[src/rtl/ca_sweep_sequencer.sv]
// Cell-update sequencer for the cellular-automaton cell RAM.
// Walks every cell once per sweep, issuing one strobe per phase.
//
// Ports:
//   clk, reset                 clock, asynchronous active-high reset
//   run                        level: keep sweeping while high
//   step                       pulse: one full sweep when idle and run=0
//   slow                       select SLOW_DIV cycles per phase
//   read_addr, write_addr      cell RAM read / RAM+VRAM write address
//   shift_en, rule_en,
//   write_en, addr_en          one-cycle phase strobes
//   busy                       sequencer is not idle
//   sweep_done                 pulse when write_addr wraps to 0
//   generation                 completed sweep count
module ca_sweep_sequencer #(
    parameter int WIDTH    = 160,
    parameter int HEIGHT   = 120,
    parameter int ADDR_W   = 20,
    parameter int FAST_DIV = 2,
    parameter int SLOW_DIV = 512,
    parameter int GEN_W    = 16
) (
    input  logic              clk,
    input  logic              reset,
    input  logic              run,
    input  logic              step,
    input  logic              slow,
    output logic [ADDR_W-1:0] read_addr,
    output logic [ADDR_W-1:0] write_addr,
    output logic              shift_en,
    output logic              rule_en,
    output logic              write_en,
    output logic              addr_en,
    output logic              busy,
    output logic              sweep_done,
    output logic [GEN_W-1:0]  generation
);

    localparam int VRAM_SIZE = WIDTH * HEIGHT;
    localparam int MAX_DIV   = (SLOW_DIV > FAST_DIV) ? SLOW_DIV : FAST_DIV;
    localparam int CNT_W     = $clog2(MAX_DIV);

    localparam logic [ADDR_W-1:0] LAST_ADDR = ADDR_W'(VRAM_SIZE - 1);
    localparam logic [ADDR_W-1:0] RD_INIT   = ADDR_W'(WIDTH + 1);
    localparam logic [CNT_W-1:0]  FAST_TOP  = CNT_W'(FAST_DIV - 1);
    localparam logic [CNT_W-1:0]  SLOW_TOP  = CNT_W'(SLOW_DIV - 1);

    typedef enum logic [2:0] {
        IDLE,
        SHIFT,
        RULE,
        WRITE,
        ADDR
    } state_t;

    state_t             state_q, state_d;
    logic [CNT_W-1:0]   cnt_q, cnt_d;
    logic [CNT_W-1:0]   top_q, top_d;
    logic               single_q, single_d;
    logic [ADDR_W-1:0]  waddr_q, waddr_d;
    logic [ADDR_W-1:0]  raddr_q, raddr_d;
    logic [GEN_W-1:0]   gen_q, gen_d;

    logic               phase_end;
    logic               first_cyc;
    logic               wrap;
    logic [CNT_W-1:0]   top_sel;

    always_ff @(posedge clk or posedge reset) begin
        if (reset) begin
            state_q  <= IDLE;
            cnt_q    <= '0;
            top_q    <= FAST_TOP;
            single_q <= 1'b0;
            waddr_q  <= '0;
            raddr_q  <= RD_INIT;
            gen_q    <= '0;
        end else begin
            state_q  <= state_d;
            cnt_q    <= cnt_d;
            top_q    <= top_d;
            single_q <= single_d;
            waddr_q  <= waddr_d;
            raddr_q  <= raddr_d;
            gen_q    <= gen_d;
        end
    end

    // Phase length is latched on phase entry, so slow only takes
    // effect at the next phase boundary.
    assign top_sel   = slow ? SLOW_TOP : FAST_TOP;
    assign first_cyc = (cnt_q == '0);
    assign phase_end = (state_q != IDLE) && (cnt_q == top_q);

    assign shift_en   = (state_q == SHIFT) && first_cyc;
    assign rule_en    = (state_q == RULE)  && first_cyc;
    assign write_en   = (state_q == WRITE) && first_cyc;
    assign addr_en    = (state_q == ADDR)  && first_cyc;
    assign busy       = (state_q != IDLE);
    assign wrap       = addr_en && (waddr_q == LAST_ADDR);
    assign sweep_done = wrap;

    assign read_addr  = raddr_q;
    assign write_addr = waddr_q;
    assign generation = gen_q;

    // Address advance; read_addr tracks write_addr + WIDTH + 1
    // modulo the RAM size.
    always_comb begin
        waddr_d = waddr_q;
        raddr_d = raddr_q;
        gen_d   = gen_q;
        if (addr_en) begin
            if (wrap) begin
                waddr_d = '0;
                raddr_d = RD_INIT;
                gen_d   = gen_q + GEN_W'(1);
            end else begin
                waddr_d = waddr_q + ADDR_W'(1);
                if (raddr_q == LAST_ADDR) begin
                    raddr_d = '0;
                end else begin
                    raddr_d = raddr_q + ADDR_W'(1);
                end
            end
        end
    end

    always_comb begin
        state_d  = state_q;
        cnt_d    = cnt_q;
        top_d    = top_q;
        single_d = single_q;

        if (busy) begin
            cnt_d = cnt_q + CNT_W'(1);
        end

        if (phase_end) begin
            cnt_d = '0;
            top_d = top_sel;
        end

        unique case (state_q)
            IDLE: begin
                cnt_d = '0;
                if (run) begin
                    state_d  = SHIFT;
                    single_d = 1'b0;
                    top_d    = top_sel;
                end else if (step) begin
                    state_d  = SHIFT;
                    single_d = 1'b1;
                    top_d    = top_sel;
                end
            end
            SHIFT: begin
                if (phase_end) state_d = RULE;
            end
            RULE: begin
                if (phase_end) state_d = WRITE;
            end
            WRITE: begin
                if (phase_end) state_d = ADDR;
            end
            ADDR: begin
                // The advance already happened on the strobe cycle,
                // so write_addr==0 here means this cell wrapped.
                if (phase_end) begin
                    if (run) begin
                        state_d = SHIFT;
                    end else if (single_q && (waddr_q != '0)) begin
                        state_d = SHIFT;
                    end else begin
                        state_d  = IDLE;
                        single_d = 1'b0;
                        cnt_d    = '0;
                    end
                end
            end
            default: begin
                state_d  = IDLE;
                single_d = 1'b0;
                cnt_d    = '0;
            end
        endcase
    end

endmodule

[config.mk]
export PLATFORM = sky130hd
export DESIGN_NAME = ca_sweep_sequencer
export DESIGN_NICKNAME = d
export VERILOG_FILES = /design/src/rtl/ca_sweep_sequencer.sv
export SDC_FILE = /design/constraint.sdc
export NUM_CORES = 1
export LEC_CHECK = 0
export CORE_ASPECT_RATIO = 1.2
export CORE_MARGIN = 3
export CORE_UTILIZATION = 32
export DETAILED_ROUTE_END_ITERATION = 12
export GPL_TIMING_DRIVEN = 0
export SYNTH_ARGS = -nofsm -noshare
export SYNTH_HDL_FRONTEND = slang
export SYNTH_SLANG_ARGS = --single-unit
export TNS_END_PERCENT = 100
[constraint.sdc]
create_clock -name clk -period 2.6 [get_ports clk]
set_input_delay 0.39 -clock clk [delete_from_list [all_inputs] [get_ports clk]]
set_output_delay 0.39 -clock clk [all_outputs]
set_load 0.005 [all_outputs]
==> results of run 1 <==
==> path summary, 6_finish.rpt <==
kind	end	slack, ns	depth (start not counted)
setup / recovery	sweep_done	0.13	5
hold / removal	generation[7]$_DFFE_PP0P_	0.30	2
setup reg to reg	top_q[8]$_DFF_PP0_	0.19	5
hold reg to reg	generation[15]$_DFFE_PP0P_	0.48	1
max in group asynchronous	read_addr[5]$_DFFE_PP1P_	1.70	3
min in group clk	generation[15]$_DFFE_PP0P_	0.48	1
==> state kept, by name, summed over array words and instances, names as in the netlist <==
| name | flops |
|---|---|
| single_q | 1 |
| cnt_q | 9 |
| top_q | 9 |
| generation | 16 |
| read_addr | 20 |
| state_q | 3 |
| write_addr | 20 |
==> where the power goes <==
group          internal, mW  switching [mW]
Clock                 0.667           0.503
Sequential             1.35           0.123
Combinational         0.359           0.328
Total                  2.37           0.954
==> kinds of logic (layout without fill, tap and decap cells) <==
| kind of cell | after synthesis | count (layout) | synth area share |
|---|---|---|---|
| buffers and inverters | 28 | 124 | 0.03208 |
| AOI/OAI and AO/OA | 23 | 23 | 0.03794 |
| and+or+nand+nor | 194 | 194 | 0.2702 |
| adders and majority gates | 6 | 6 | 0.01851 |
| DFF | 78 | 78 | 0.4824 |
| xor gates and xnor gates | 62 | 62 | 0.1339 |
| muxes | 9 | 9 | 0.02499 |
==> synth_stat cells, types with 2 or more instances <==
| library cell | instances |
|---|---|
| sky130_fd_sc_hd__inv_1 | 14 |
| sky130_fd_sc_hd__nand4_1 | 18 |
| sky130_fd_sc_hd__o311ai_0 | 2 |
| sky130_fd_sc_hd__xnor2_1 | 41 |
| sky130_fd_sc_hd__ha_1 | 6 |
| sky130_fd_sc_hd__nor4_4 | 3 |
| sky130_fd_sc_hd__or3_1 | 9 |
| sky130_fd_sc_hd__dfstp_2 | 4 |
| sky130_fd_sc_hd__a21oi_1 | 3 |
| sky130_fd_sc_hd__dfrtp_1 | 74 |
| sky130_fd_sc_hd__o21ai_0 | 10 |
| sky130_fd_sc_hd__mux2_2 | 9 |
| sky130_fd_sc_hd__buf_6 | 2 |
| sky130_fd_sc_hd__nand3_1 | 29 |
| sky130_fd_sc_hd__clkbuf_1 | 8 |
| sky130_fd_sc_hd__nor4_1 | 11 |
| sky130_fd_sc_hd__xor2_1 | 21 |
| sky130_fd_sc_hd__and4_1 | 6 |
| sky130_fd_sc_hd__nor3b_1 | 2 |
| sky130_fd_sc_hd__nand2b_1 | 2 |
| sky130_fd_sc_hd__nor3_1 | 21 |
| sky130_fd_sc_hd__and2_1 | 3 |
| sky130_fd_sc_hd__and3_1 | 12 |
| sky130_fd_sc_hd__and3_2 | 2 |
| sky130_fd_sc_hd__nand3b_1 | 2 |
| sky130_fd_sc_hd__buf_4 | 2 |
| sky130_fd_sc_hd__nand2_1 | 22 |
| sky130_fd_sc_hd__a211o_1 | 3 |
| sky130_fd_sc_hd__buf_2 | 2 |
| sky130_fd_sc_hd__nor2_1 | 45 |
==> layout make-up <==
class,count,area share
inverter,14,0.01024
sequential,78,0.3648
buffer,12,0.01512
multi-input combinational,294,0.3702
tap,161,0.03746
timing repair buffer,82,0.1508
clock buffer,10,0.04444
clock inverter,6,0.006980
==> critical path, stage by stage (launching register included) <==
cell	delay, ns
sky130_fd_sc_hd__dfrtp_2	0.44
sky130_fd_sc_hd__nor4_4	0.34
sky130_fd_sc_hd__nand4_1	0.23
sky130_fd_sc_hd__nor4_4	0.38
sky130_fd_sc_hd__buf_6	0.15
sky130_fd_sc_hd__clkdlybuf4s15_1	0.20
==> per-layer routing <==
metal	routed length [um]	share of wire
met5	0	0
met4	170	0.017
met3	477	0.048
met2	4757	0.48
met1	4483	0.45
==> metrics by stage <==
stage / power [mW] / hold WS, ns / area (um2) / setup TNS (ns)
CTS: 3.354 / 0.2971 / 5350 / 0
global route: 3.498 / 0.2994 / 5378 / 0
finish: 3.327 / 0.2966 / 5378 / 0
detailed placement: 2.087 / 0.4738 / 4949 / -0.3947
floorplan: 1.933 / 0.4684 / 4056 / 0
global placement: 2.054 / 0.4730 / 4918 / -86.12
==> what timing repair did <==
action,4_1_cts,5_1_grt
setup endpoints to repair,5,8
pin swaps,6,3
buffers inserted,14,1
resized for setup,10,10
endpoints found under the hold margin,0,0
==> out/qor.yml, run 1 <==
grt_antenna_before_repair: 0
areaGrowthSynthToFinish_pct: 32.57
run_status: "finished, final reports clean"
detail_route.iter0.violations: 153
post-route-period-util: 0.9481
clock_latency_ns: 0.34
cp-end-kind: "output port"
cp.required_ns: 2.21
grt_first_pass_wirelength_um: 16520
mostFrequentLayoutCells: "70 x sky130_fd_sc_hd__dfrtp_1, 61 x sky130_fd_sc_hd__clkdlybuf4s50_1, 45 x sky130_fd_sc_hd__nor2_1"
total_setup_violations_reported_at_the_end_of_the_flow: 0
power_density_nw_per_um2: 618.6
gpl.final_weighted_congestion: 0.8192
grtUsageMet3: 0.03787
power.ir.vdd_worst_v: 0.0004397
regArea_um2: 1962
syn-num-nets: 411
finalCoreUtilization: 0.4400
finalNonFillerCells: 657
place_ws_ns: -0.3947
worst_ep_arrival_time_ns: 2.08
unrepaired_setup_endpoints_after_global_routing: "no"
num_rows: 44
layout_setup_ws_ns: 0.1350
max_freq_mhz: 405.7
max_slew_margin: 0.5379
synthesis.area_um2: 4056
post_cts_hold_buffer_count: 0
criticalPathCategory: "reg2out"
placed_cells_incl_taps: 628
h_tree_level_count: 3
hold_path_class: "in2async"
number_of_global_route_vias_before_repair: 3282
grt_util_met2: 0.2426
synth-warning-count: 0
finalHoldViolCount: 0
layout.nets: 502
globalRoute.busiestLayer: "met2"
die_w_um: 108.8
worst_skew_ns: 0.008915
fp.dieArea_um2: 14070
most_common_cell_after_layout_fill_and_taps_aside: "sky130_fd_sc_hd__dfrtp_1"
core_area_um2: 12220
timing.critical_path.from: "write_addr[16]$_DFFE_PP0P_"
diodes: 0
ctsLongestPathBuffers: 2
detail-route-antenna-nets: 0
post_synth.cell_area_avg_um2: 10.14
synth_area_leaders: "sky130_fd_sc_hd__dfrtp_1 46%, sky130_fd_sc_hd__xnor2_1 8.9%, sky130_fd_sc_hd__xor2_1 4.5%"
drive_above_1_share: 0.1472
wire_per_inst_um: 15.05
cts_sinks: 78
dominantRegCellSynth: "sky130_fd_sc_hd__dfrtp_1"
max_cap_violations: 0
post_synth_inst_count: 400
grt_total_ovfl: 0
path_clk_slew_ns: 0.06
multi_input_area_um2: 1991
slew_viol_final: 0
fill_cells: 1227
yosysTopAreaCell: "sky130_fd_sc_hd__dfrtp_1"
die_y_um: 129.3
crit-reg2reg-launch: "cnt_q[7]$_DFF_PP0_"
grt_usage: 0.1482
num_vias: 3286
detailed_place_hpwl_um: 6934
synth.top_cell.area_share: 0.4565
drt-vias-per-instance: 5.002
postSynthRegisterBits: 78
synth_sequential_area_ratio: 0.4824
p_leak_nw: 2.352
synth-edff-count: 0
critPathMaxFanout: 4
drtPass1Iterations: 4
cts_root_buffer: "sky130_fd_sc_hd__clkbuf_16"
worstSetupStartpointType: "register"
grt_max_degree: 71
finalCriticalPeriod_ns: 2.465
worst_slew_pin_slew_ns: 0.6886
top_level_ports: 67
drc: 0
synth_cell_types: 42
drt-total-wl_um: 9888
io_buffer_count: 66
synth-async-reset-ratio: 1.000
initial_utilization: 0.3319
cts_tree: "built"
groute.layer.met1.usage: 0.1898
numCtsBuffers: 9
No activity file was read; power rests on OpenSTA's default activity.
==> run 2, diff against run 1 <==
Settings changed: CORE_MARGIN 3 to 2, CORE_UTILIZATION 32 to 45, PLACE_DENSITY from default to 0.69.
==> out/qor.yml, run 2 (synthesis gave the netlist of run 1 again) <==
drc: 0
max_slew_margin: 0.5738
post_cts_hold_buffer_count: 0
gpl.final_weighted_congestion: 0.8045
detail-route-antenna-nets: 0
run_status: "finished, final reports clean"
max_freq_mhz: 407.2
power_density_nw_per_um2: 565.2
worstPathCellList: "clkbuf_1, or3_1, clkbuf_1, clkdlybuf4s50_1"
worstRegToRegCells: 7
power.switching_uw: 895.5
drt-vias-per-instance: 5.283
critical_path_depth: 4
drive_above_1_share: 0.1534
final_design_area_no_fill_um2: 5245
grt_antenna_before_repair: 0
setup-tns-final_ns: 0
grt_usage: 0.2023
grt_max_degree: 65
finalCriticalPeriod_ns: 2.456
criticalPathCategory: "reg2out"
die_w_um: 90.67
fp.dieArea_um2: 9793
max_cap_violations: 0
proportion_of_power_drawn_by_the_clock_network: 0.262
layout_setup_ws_ns: 0.1439
timing.critical_path.from: "state_q[2]$_DFFE_PP0P_"
sw_frac_of_total: 0.3021
layout.nets: 508
path_clk_slew_ns: 0.08
mostFrequentLayoutCells: "69 x sky130_fd_sc_hd__dfrtp_1, 62 x sky130_fd_sc_hd__clkdlybuf4s50_1, 45 x sky130_fd_sc_hd__nor2_1"
hold_path_class: "in2async"
num_rows: 37
initial_utilization: 0.4686
cts_sinks: 78
total_setup_violations_reported_at_the_end_of_the_flow: 0
drt-total-wl_um: 9240
place_ws_ns: -0.3145
critPathMaxFanout: 10
worst_ep_arrival_time_ns: 2.07
worstSetupStartpointType: "register"
critical-path-top-cell-by-count: "sky130_fd_sc_hd__clkbuf_1"
finalHoldViolCount: 0
grt_first_pass_wirelength_um: 15880
ctsLongestPathBuffers: 2
worst_slew_pin_slew_ns: 0.6334
p_total_mw: 2.964
p_leak_nw: 2.309
finalCoreUtilization: 0.6059
post-route-period-util: 0.9447
cp-end-kind: "output port"
fill_cells: 744
crit-reg2reg-launch: "read_addr[0]$_DFFE_PP1P_"
internal_power_mw: 2.069
critPathSlowestCell: "sky130_fd_sc_hd__clkdlybuf4s50_1"
drtPass1Iterations: 4
share_of_total_power_in_combinational_logic: 0.243
pwr-share-seq: 0.495
grt_total_ovfl: 0
num_vias: 3270
die_y_um: 108.0
io_buffer_count: 66
slew_viol_final: 0
core_area_um2: 8657
power.ir.vdd_worst_v: 0.0002895
top_level_ports: 67
wire_per_inst_um: 14.93
areaGrowthSynthToFinish_pct: 29.30
numCtsBuffers: 9
detailed_place_hpwl_um: 6400
worst_skew_ns: 0.01301
diodes: 0
number_of_global_route_vias_before_repair: 3270
wp_buf_inv: 3
cp_slowest_stage_delay_ns: 0.57
clock_latency_ns: 0.35
placedInstanceArea_um2: 4893
h_tree_level_count: 3
cts_tree: "built"
detail_route.iter0.violations: 193
most_common_cell_after_layout_fill_and_taps_aside: "sky130_fd_sc_hd__dfrtp_1"
family_with_the_most_delay_on_the_worst_path: "buffers and inverters"
unrepaired_setup_endpoints_after_global_routing: "no"
cts_root_buffer: "sky130_fd_sc_hd__clkbuf_8"
cp.required_ns: 2.21
==> run 2: power groups by stage <==
| stage | Combinational [mW] | Sequential [mW] | Clock [mW] |
|---|---|---|---|
| 4_1_cts | 0.697 | 1.47 | 0.800 |
| 5_1_grt | 0.803 | 1.49 | 0.867 |
| 2_1_floorplan | 0.471 | 1.46 | 0 |
| 6_report | 0.721 | 1.47 | 0.776 |
| 3_5_place_dp | 0.588 | 1.49 | 0 |
| 3_3_place_gp | 0.560 | 1.49 | 0 |
==> run 2: timing repair <==
action	in CTS	in global routing
resized for setup	12	8
pin swaps	5	4
setup buffers	16	4
endpoints found under the setup margin	5	13
==> run 2: worst register-to-register path: cells and delay by family (launching register included) <==
| family | cells | cell delay, ns |
|---|---|---|
| compound gates | 1 | 0.31 |
| simple gates | 4 | 0.86 |
| buf+inv | 1 | 0.22 |
| flops | 1 | 0.58 |
| fa+ha+maj | 1 | 0.23 |
==> run 2: worst paths after layout <==
check                                        endpoint  slack (ns)
max reg2reg                  read_addr[4]$_DFFE_PP0P_        0.29
min reg2reg                generation[15]$_DFFE_PP0P_        0.47
min                        generation[15]$_DFFE_PP0P_        0.31
max in group asynchronous    read_addr[0]$_DFFE_PP1P_        1.66
min in group clk           generation[15]$_DFFE_PP0P_        0.47
max                                              busy        0.14
==> run 2: cell type report <==
class / count / area [um2] / share of cell area
buffer: 13 / 85.08 / 0.01622
sequential: 78 / 1963 / 0.3743
tap: 117 / 146.4 / 0.02791
inverter: 14 / 55.05 / 0.01050
clock inverter: 5 / 27.53 / 0.005248
clock buffer: 11 / 131.4 / 0.02505
multi-input combinational: 294 / 1991 / 0.3795
timing repair buffer: 87 / 845.8 / 0.1613
==> run 2: through the flow <==
step	instances	hold slack, ns
floorplan	400	0.4684
global placement	583	0.4657
detailed placement	584	0.4668
CTS	615	0.2977
global route	619	0.3038
finish	619	0.3051
==> run 2: routing by layer <==
metal / GRT usage / vias to the layer above / wire, um
met5: 0 / - / 0
met3: 0.04669 / 12 / 402
li1: - / 1598 / -
met2: 0.3108 / 70 / 4379
met1: 0.2762 / 1590 / 4291
met4: 0.08791 / 0 / 167
